$ cat src/rtl/controlador_elevador_pkg.sv
// Shared types and helpers for the elevator controller: FSM states, direction codes, floor width.
// Latency: none (declarations only).
// Backpressure: none.
package elevador_pkg;

  typedef enum logic [1:0] {
    PARADO   = 2'd0,
    SUBINDO  = 2'd1,
    DESCENDO = 2'd2,
    PORTA    = 2'd3
  } estado_t;

  // Encoding of the remembered travel direction
  localparam logic SENTIDO_SOBE  = 1'b1;
  localparam logic SENTIDO_DESCE = 1'b0;

  localparam int N_ANDARES_PADRAO = 4;
  localparam int LARG_ANDAR       = $clog2(N_ANDARES_PADRAO);

  // Width of a counter able to address n distinct values (never less than 1 bit)
  function automatic int larg_andar(input int n);
    return (n < 2) ? 1 : $clog2(n);
  endfunction

endpackage

$ cat src/rtl/controlador_elevador_if.sv
// Elevator controller bus: slow clock and call buttons in, floor/lamps/door/pending calls out.
// Latency: wires only.
// Backpressure: none; emergencia/alarme exist only with ELEVADOR_EMERGENCIA_EN defined.
interface controlador_elevador_if #(
  parameter int N_ANDARES = 4
) ();

  logic                                          pulso_lento;
  logic [N_ANDARES-1:0]                          chamadas;
  logic [elevador_pkg::larg_andar(N_ANDARES)-1:0] andar_atual;
  logic                                          subindo;
  logic                                          descendo;
  logic                                          porta_aberta;
  logic [N_ANDARES-1:0]                          pendentes;
`ifdef ELEVADOR_EMERGENCIA_EN
  logic                                          emergencia;
  logic                                          alarme;
`endif

  modport master (
    output pulso_lento,
    output chamadas,
    input  andar_atual,
    input  subindo,
    input  descendo,
    input  porta_aberta,
    input  pendentes
`ifdef ELEVADOR_EMERGENCIA_EN
    ,
    output emergencia,
    input  alarme
`endif
  );

  modport slave (
    input  pulso_lento,
    input  chamadas,
    output andar_atual,
    output subindo,
    output descendo,
    output porta_aberta,
    output pendentes
`ifdef ELEVADOR_EMERGENCIA_EN
    ,
    input  emergencia,
    output alarme
`endif
  );

endinterface

$ cat src/rtl/sincronizador_pulso.sv
// Brings the asynchronous slow clock into the board clock domain and emits a one-cycle tick per rising edge.
// Latency: tick is high in the cycle after the 2nd rising clock edge following the input rise.
// Backpressure: none; one tick per input edge, edges closer than the sync depth merge.
module sincronizador_pulso (
  input  logic clock,
  input  logic reset,
  input  logic pulso_lento,
  output logic tick
);

  logic r_s1;
  logic r_s2;
  logic r_s3;

  // Two-flop synchroniser followed by a history flop for edge detection
  always_ff @(posedge clock) begin
    if (!reset) begin
      r_s1 <= 1'b0;
      r_s2 <= 1'b0;
      r_s3 <= 1'b0;
    end else begin
      r_s1 <= pulso_lento;
      r_s2 <= r_s1;
      r_s3 <= r_s2;
    end
  end

  assign tick = r_s2 & ~r_s3;

endmodule

$ cat src/rtl/controlador_elevador.sv
// Elevator car controller: latches floor calls and moves the car one floor per slow-clock tick, opening the door at called floors.
// Latency: state updates on the 3rd board-clock edge after pulso_lento rises; calls visible in pendentes one cycle after they rise.
// Backpressure: none; calls are sticky bits, optional ELEVADOR_EMERGENCIA_EN adds an emergency hold.
module controlador_elevador
  import elevador_pkg::*;
#(
  parameter int N_ANDARES   = 4,
  parameter int TEMPO_PORTA = 3
) (
  input logic                   clock,
  input logic                   reset,
  controlador_elevador_if.slave bus
);

  localparam int              LA          = larg_andar(N_ANDARES);
  localparam int              LT          = larg_andar(TEMPO_PORTA + 1);
  localparam logic [LA-1:0]   ANDAR_MAX   = LA'(N_ANDARES - 1);
  localparam logic [LT-1:0]   CARGA_PORTA = LT'(TEMPO_PORTA);

  estado_t              r_estado;
  logic [LA-1:0]        r_andar;
  logic [N_ANDARES-1:0] r_pend;
  logic [LT-1:0]        r_timer;
  logic                 r_sentido;

  logic                 w_tick;
  logic                 w_tick_ef;
  logic                 w_emerg;
  logic                 w_libera;
  logic                 w_acima;
  logic                 w_abaixo;
  logic                 w_pend_atual;
  logic                 w_chamada_atual;
  logic                 w_entra_porta;
  logic [LA-1:0]        w_andar_cima;
  logic [LA-1:0]        w_andar_baixo;
  logic [LA-1:0]        w_andar_alvo;
  logic [N_ANDARES-1:0] w_mascara;
  logic [N_ANDARES-1:0] w_limpa;

  sincronizador_pulso u_sinc (
    .clock       (clock),
    .reset       (reset),
    .pulso_lento (bus.pulso_lento),
    .tick        (w_tick)
  );

`ifdef ELEVADOR_EMERGENCIA_EN
  logic r_alarme;

  // Alarm follows the emergency input one cycle late; its falling side marks the release cycle
  always_ff @(posedge clock) begin
    if (!reset) r_alarme <= 1'b0;
    else        r_alarme <= bus.emergencia;
  end

  assign w_emerg          = bus.emergencia;
  assign w_libera         = r_alarme & ~bus.emergencia;
  assign bus.alarme       = r_alarme;
  assign bus.porta_aberta = (r_estado == PORTA) & ~r_alarme;
`else
  assign w_emerg          = 1'b0;
  assign w_libera         = 1'b0;
  assign bus.porta_aberta = (r_estado == PORTA);
`endif

  assign w_tick_ef       = w_tick & ~w_emerg;
  assign w_andar_cima    = r_andar + LA'(1);
  assign w_andar_baixo   = r_andar - LA'(1);
  assign w_pend_atual    = r_pend[r_andar];
  assign w_chamada_atual = bus.chamadas[r_andar];

  // Are there pending calls strictly above / below the car?
  always_comb begin
    w_acima  = 1'b0;
    w_abaixo = 1'b0;
    for (int i = 0; i < N_ANDARES; i++) begin
      if (r_pend[i] && (i > int'(r_andar))) w_acima  = 1'b1;
      if (r_pend[i] && (i < int'(r_andar))) w_abaixo = 1'b1;
    end
  end

  // Decide whether this tick opens the door, and at which floor
  always_comb begin
    w_entra_porta = 1'b0;
    w_andar_alvo  = r_andar;
    if (w_tick_ef) begin
      case (r_estado)
        PARADO:   w_entra_porta = w_pend_atual;
        SUBINDO: begin
          w_andar_alvo  = w_andar_cima;
          w_entra_porta = (r_andar != ANDAR_MAX) && r_pend[w_andar_cima];
        end
        DESCENDO: begin
          w_andar_alvo  = w_andar_baixo;
          w_entra_porta = (r_andar != '0) && r_pend[w_andar_baixo];
        end
        default:  w_entra_porta = 1'b0;
      endcase
    end
  end

  // Current-floor calls are swallowed while the door is open; the floor being opened is cleared
  always_comb begin
    w_mascara = bus.chamadas;
    if (r_estado == PORTA) w_mascara[r_andar] = 1'b0;
    w_limpa = '0;
    if (w_entra_porta) w_limpa[w_andar_alvo] = 1'b1;
  end

  // Main FSM: call register, floor counter, door timer and direction memory
  always_ff @(posedge clock) begin
    if (!reset) begin
      r_estado  <= PARADO;
      r_andar   <= '0;
      r_pend    <= '0;
      r_timer   <= '0;
      r_sentido <= SENTIDO_SOBE;
    end else if (w_emerg) begin
      r_pend <= '0;
    end else begin
      r_pend <= (r_pend | w_mascara) & ~w_limpa;
      if (w_libera) begin
        r_estado <= PARADO;
      end else begin
        case (r_estado)
          PARADO: if (w_tick_ef) begin
            if (w_pend_atual) begin
              r_estado <= PORTA;
              r_timer  <= CARGA_PORTA;
            end else if (w_acima && w_abaixo) begin
              r_estado <= (r_sentido == SENTIDO_SOBE) ? SUBINDO : DESCENDO;
            end else if (w_acima) begin
              r_estado <= SUBINDO;
            end else if (w_abaixo) begin
              r_estado <= DESCENDO;
            end
          end
          SUBINDO: if (w_tick_ef) begin
            r_sentido <= SENTIDO_SOBE;
            if (r_andar == ANDAR_MAX) begin
              r_estado <= PARADO;
            end else begin
              r_andar <= w_andar_cima;
              if (w_entra_porta) begin
                r_estado <= PORTA;
                r_timer  <= CARGA_PORTA;
              end
            end
          end
          DESCENDO: if (w_tick_ef) begin
            r_sentido <= SENTIDO_DESCE;
            if (r_andar == '0) begin
              r_estado <= PARADO;
            end else begin
              r_andar <= w_andar_baixo;
              if (w_entra_porta) begin
                r_estado <= PORTA;
                r_timer  <= CARGA_PORTA;
              end
            end
          end
          PORTA: begin
            if (w_chamada_atual) begin
              r_timer <= CARGA_PORTA;
            end else if (w_tick_ef) begin
              if (r_timer == LT'(1)) begin
                if (r_sentido == SENTIDO_SOBE)
                  r_estado <= w_acima ? SUBINDO : (w_abaixo ? DESCENDO : PARADO);
                else
                  r_estado <= w_abaixo ? DESCENDO : (w_acima ? SUBINDO : PARADO);
              end else begin
                r_timer <= r_timer - LT'(1);
              end
            end
          end
          default: r_estado <= PARADO;
        endcase
      end
    end
  end

  assign bus.andar_atual = r_andar;
  assign bus.subindo     = (r_estado == SUBINDO);
  assign bus.descendo    = (r_estado == DESCENDO);
  assign bus.pendentes   = r_pend;

endmodule

$ cat src/flat_wrapper.sv
// flat-port wrapper written by rule: the top's interface ports become plain ports
module controlador_elevador_flat import elevador_pkg::*;
#(
  parameter int N_ANDARES   = 4,
  parameter int TEMPO_PORTA = 3
)
  (clock, reset, bus_pulso_lento, bus_chamadas, bus_andar_atual, bus_subindo, bus_descendo, bus_porta_aberta, bus_pendentes);
  controlador_elevador_if #(.N_ANDARES(N_ANDARES)) bus_i ();
  input logic clock;
  input logic reset;
  input wire logic [$bits(bus_i.pulso_lento)-1:0] bus_pulso_lento;
  input wire logic [$bits(bus_i.chamadas)-1:0] bus_chamadas;
  output wire logic [$bits(bus_i.andar_atual)-1:0] bus_andar_atual;
  output wire logic [$bits(bus_i.subindo)-1:0] bus_subindo;
  output wire logic [$bits(bus_i.descendo)-1:0] bus_descendo;
  output wire logic [$bits(bus_i.porta_aberta)-1:0] bus_porta_aberta;
  output wire logic [$bits(bus_i.pendentes)-1:0] bus_pendentes;
  assign bus_i.pulso_lento = bus_pulso_lento;
  assign bus_i.chamadas = bus_chamadas;
  assign bus_andar_atual = bus_i.andar_atual;
  assign bus_subindo = bus_i.subindo;
  assign bus_descendo = bus_i.descendo;
  assign bus_porta_aberta = bus_i.porta_aberta;
  assign bus_pendentes = bus_i.pendentes;
  controlador_elevador #(.N_ANDARES(N_ANDARES), .TEMPO_PORTA(TEMPO_PORTA)) u_core (.clock(clock), .reset(reset), .bus(bus_i));
endmodule
$ cat config.mk
export PLATFORM = sky130hd
export DESIGN_NAME = controlador_elevador_flat
export DESIGN_NICKNAME = d
export VERILOG_FILES = /design/src/rtl/controlador_elevador_pkg.sv /design/src/rtl/controlador_elevador_if.sv /design/src/rtl/sincronizador_pulso.sv /design/src/rtl/controlador_elevador.sv /design/src/flat_wrapper.sv
export SDC_FILE = /design/constraint.sdc
export NUM_CORES = 1
export LEC_CHECK = 0
export ABC_AREA = 1
export BUFFER_PORTS_ARGS = -buffer_cell sky130_fd_sc_hd__clkbuf_2
export CORE_ASPECT_RATIO = 0.75
export CORE_MARGIN = 5
export CORE_UTILIZATION = 41
export DETAILED_ROUTE_END_ITERATION = 8
export SYNTH_ARGS = -nofsm -noshare
export SYNTH_HDL_FRONTEND = slang
export SYNTH_HIERARCHICAL = 1
export SYNTH_SLANG_ARGS = --single-unit
$ cat constraint.sdc
create_clock -name clock -period 2.85 [get_ports clock]
set_input_delay 0.57 -clock clock [delete_from_list [all_inputs] [get_ports clock]]
set_output_delay 0.57 -clock clock [all_outputs]
set_load 0.01 [all_outputs]
==> reports/summary.txt <==
area grow syn2layout - 13.0%
async set-reset flop share out of synthesis - 0%
postcts setup bufs - 0
clock transition at the registers of the reported paths - 0.06 ns
clk buf depth - 2
Synth Instances - 186
Core ar. - 0.00266 mm²
endpoint class of the critical path - register
Die W - 71.4 µm
crit path launch type - register
Num CTS Buffers - 3
1st-iter DRT viols - 69
largest net degree at the start of global routing - 15
number of cells on the critical path - 12
top-count cell post-synth - nand2_1
synthesized flop and latch total - 14
die footprint - 0.00400 mm²
ANT nets after route - 0
most used cell, CP - nand2_1
Clock Sinks - 14
post-DP HPWL - 2360 µm
# DRC - 0
Worst Path Required - 2.99 ns
CP max-delay cell - dfxtp_1
Power Dens Cells - 751 mW/mm²
worst slew pin tran - 0.455 ns
area of the multi-input gates - 744 µm²
CP max FO - 14
outcome - finished clean
Worst Reg-to-Reg Cells - 12
gpl congestion - 0.918
die height - 56.0 µm
post-synthesis net count - 204
Std-Cell Rows - 16
top cell family by delay on the critical path - simple AND/OR/NAND/NOR gates
Final setup viols - 0
setup ws final - 0.705 ns
syn avg cell area - 6.23 µm²
Fill cells - 274
max-slew violation count - 0
root buffer cell - clkbuf_8
Initial Util - 43.5%
top cells by count, synth - nand2_1, inv_1, nor2_1
Post-synth EDFFs - 0
Yosys top cell area share - 24.2%
pre-CTS WS - 0.751 ns
insertion delay to the later sink of the worst-skew pair - 0.25 ns
First-pass DRT Iterations - 5
Hold Buf Count CTS - 0
WP data arrival - 2.29 ns
Yosys cell types - 25
number of max-cap violations - 0
Leak Pwr - 0.000706 µW
# H-tree levels - 1
Port Buffers - 15
final net count - 222
Ports - 16
vias in the first global route - 1,076
synthesis warning total - 6
Synth Flop Type - dfxtp_1
Fin Clk Skew - 0.00285 ns
CP max stage delay - 0.60 ns
setup repair after global routing missed its margin - false
Tmin final - 2.14 ns
VDD IR max - 0.341 mV
gr usage total - 16.3%
top cells by area, synth - dfxtp_1, nand2_1, ha_1
share of layout cells above drive strength 1 - 17.2%
CTS tree - built
Cell Area, Synth - 0.00116 mm²
final WL - 3000 µm
Relative slew margins - 69.6%
final period utilization - 75.2%
Ant. Diodes - 0
CTS resizes - 0
GR Overflow Total - 0
FF/Latch Area - 280 µm²
Max Freq - 466 MHz
endpoints failing hold - 0
Worst Hold Depth - 2
routed len/inst - 12.5 µm
worst path cell trace - inv_2 > ha_1 > nor2_4 > nand2_1 > nand2_1 > nand2_1 > nand3_2 > nand2_4 > nand2_2 > nand2_2 > nor3_1 > nor2_1
Fin Setup TNS - 0 ns
Critical path buffers and inverters - 1
first-pass GRT wire length - 5090 µm
WS Path Type - reg -> reg
vias after detailed routing - 1,198
Via density - 5.01
worst min path class - reg -> reg
initial antenna violation count - 0
Yosys top cell by area - dfxtp_1
register area share after synthesis - 24.2%
## per-stage QoR
step	util [%]	std cells	hold slack, ns	instance area [µm²]	power (µW)
6_report	49.2	239	0.415	1310	983
5_1_grt	49.2	239	0.442	1310	1070
3_3_place_gp	47.1	235	0.401	1250	773
2_1_floorplan	-	186	0.386	1160	663
4_1_cts	49.2	239	0.423	1310	983
3_5_place_dp	47.1	235	0.409	1250	777
## cells by family after synthesis
| group | after synthesis | synth area share [%] |
|---|---|---|
| adder cells (fa/ha/maj) | 11 | 11.9 |
| AND/OR/NAND/NOR | 104 | 39.4 |
| flip-flops | 14 | 24.2 |
| AO/OA/AOI/OAI | 26 | 13.0 |
| buffers and inverters | 31 | 11.6 |
## sequential cells by signal, summed over array words and instances (netlist names)
register                flops
u_core/bus.pendentes        4
u_core/u_sinc/r_s2          1
u_core/r_sentido            1
u_core/r_estado             2
u_core/u_sinc/r_s3          1
u_core/u_sinc/r_s1          1
u_core/r_timer              2
u_core/bus.andar_atual      2
## metal layers
| metal | wire length (µm) | vias to the layer above | global-route usage [%] |
|---|---|---|---|
| met4 | 54 | 0 | 6.97 |
| li1 | - | 619 | - |
| met5 | 0 | - | 0 |
| met1 | 1500 | 531 | 22.9 |
| met3 | 211 | 6 | 5.05 |
| met2 | 1230 | 42 | 22.4 |
## placed cells by master (no fill, tap or decap), types with 2 or more instances in the layout
cell	Yosys	layout
clkbuf_2	0	15
ha_1	11	11
nor3_1	3	3
inv_1	25	25
o21ai_0	7	7
nor2_1	19	19
inv_2	4	4
nor2_2	3	3
o211ai_1	2	2
nand2_2	3	3
a21oi_1	10	10
o22ai_1	2	2
clkbuf_8	1	4
nand2_1	62	62
nand3_1	8	8
nand3_2	3	3
dfxtp_1	14	14
## worst register-to-register path, stage by stage, from the launching register on
cell     delay (ns)
dfxtp_1        0.60
inv_2          0.17
ha_1           0.43
nor2_4         0.16
nand2_1        0.06
nand2_1        0.07
nand2_1        0.06
nand3_2        0.10
nand2_4        0.07
nand2_2        0.07
nand2_2        0.06
nor3_1         0.15
nor2_1         0.05
## area by class of cell
cell class | instances | area share (%)
Inverter | 29 | 8.32
Clock buffer | 4 | 4.21
Tap cell | 36 | 3.44
Multi-Input combinational cell | 141 | 56.9
Sequential cell | 14 | 21.4
Timing Repair Buffer | 15 | 5.74
## final timing paths
kind	from	endpoint	slack, ns
worst max-delay path	u_core/bus.andar_atual[0]	u_core/r_timer[1]	0.71
worst min-delay path	u_core/u_sinc/r_s1	u_core/u_sinc/r_s2	0.41
worst max register to register	u_core/bus.andar_atual[0]	u_core/r_timer[1]	0.71
worst min register to register	u_core/u_sinc/r_s1	u_core/u_sinc/r_s2	0.41
## where the power goes
part	leakage, µW	internal, µW	total, µW	switching [µW]
registers	0.000115	230	275	45.0
clock network	0.0000288	123	201	78.1
logic	0.000561	179	507	328
(Power assumes the default switching activity.)
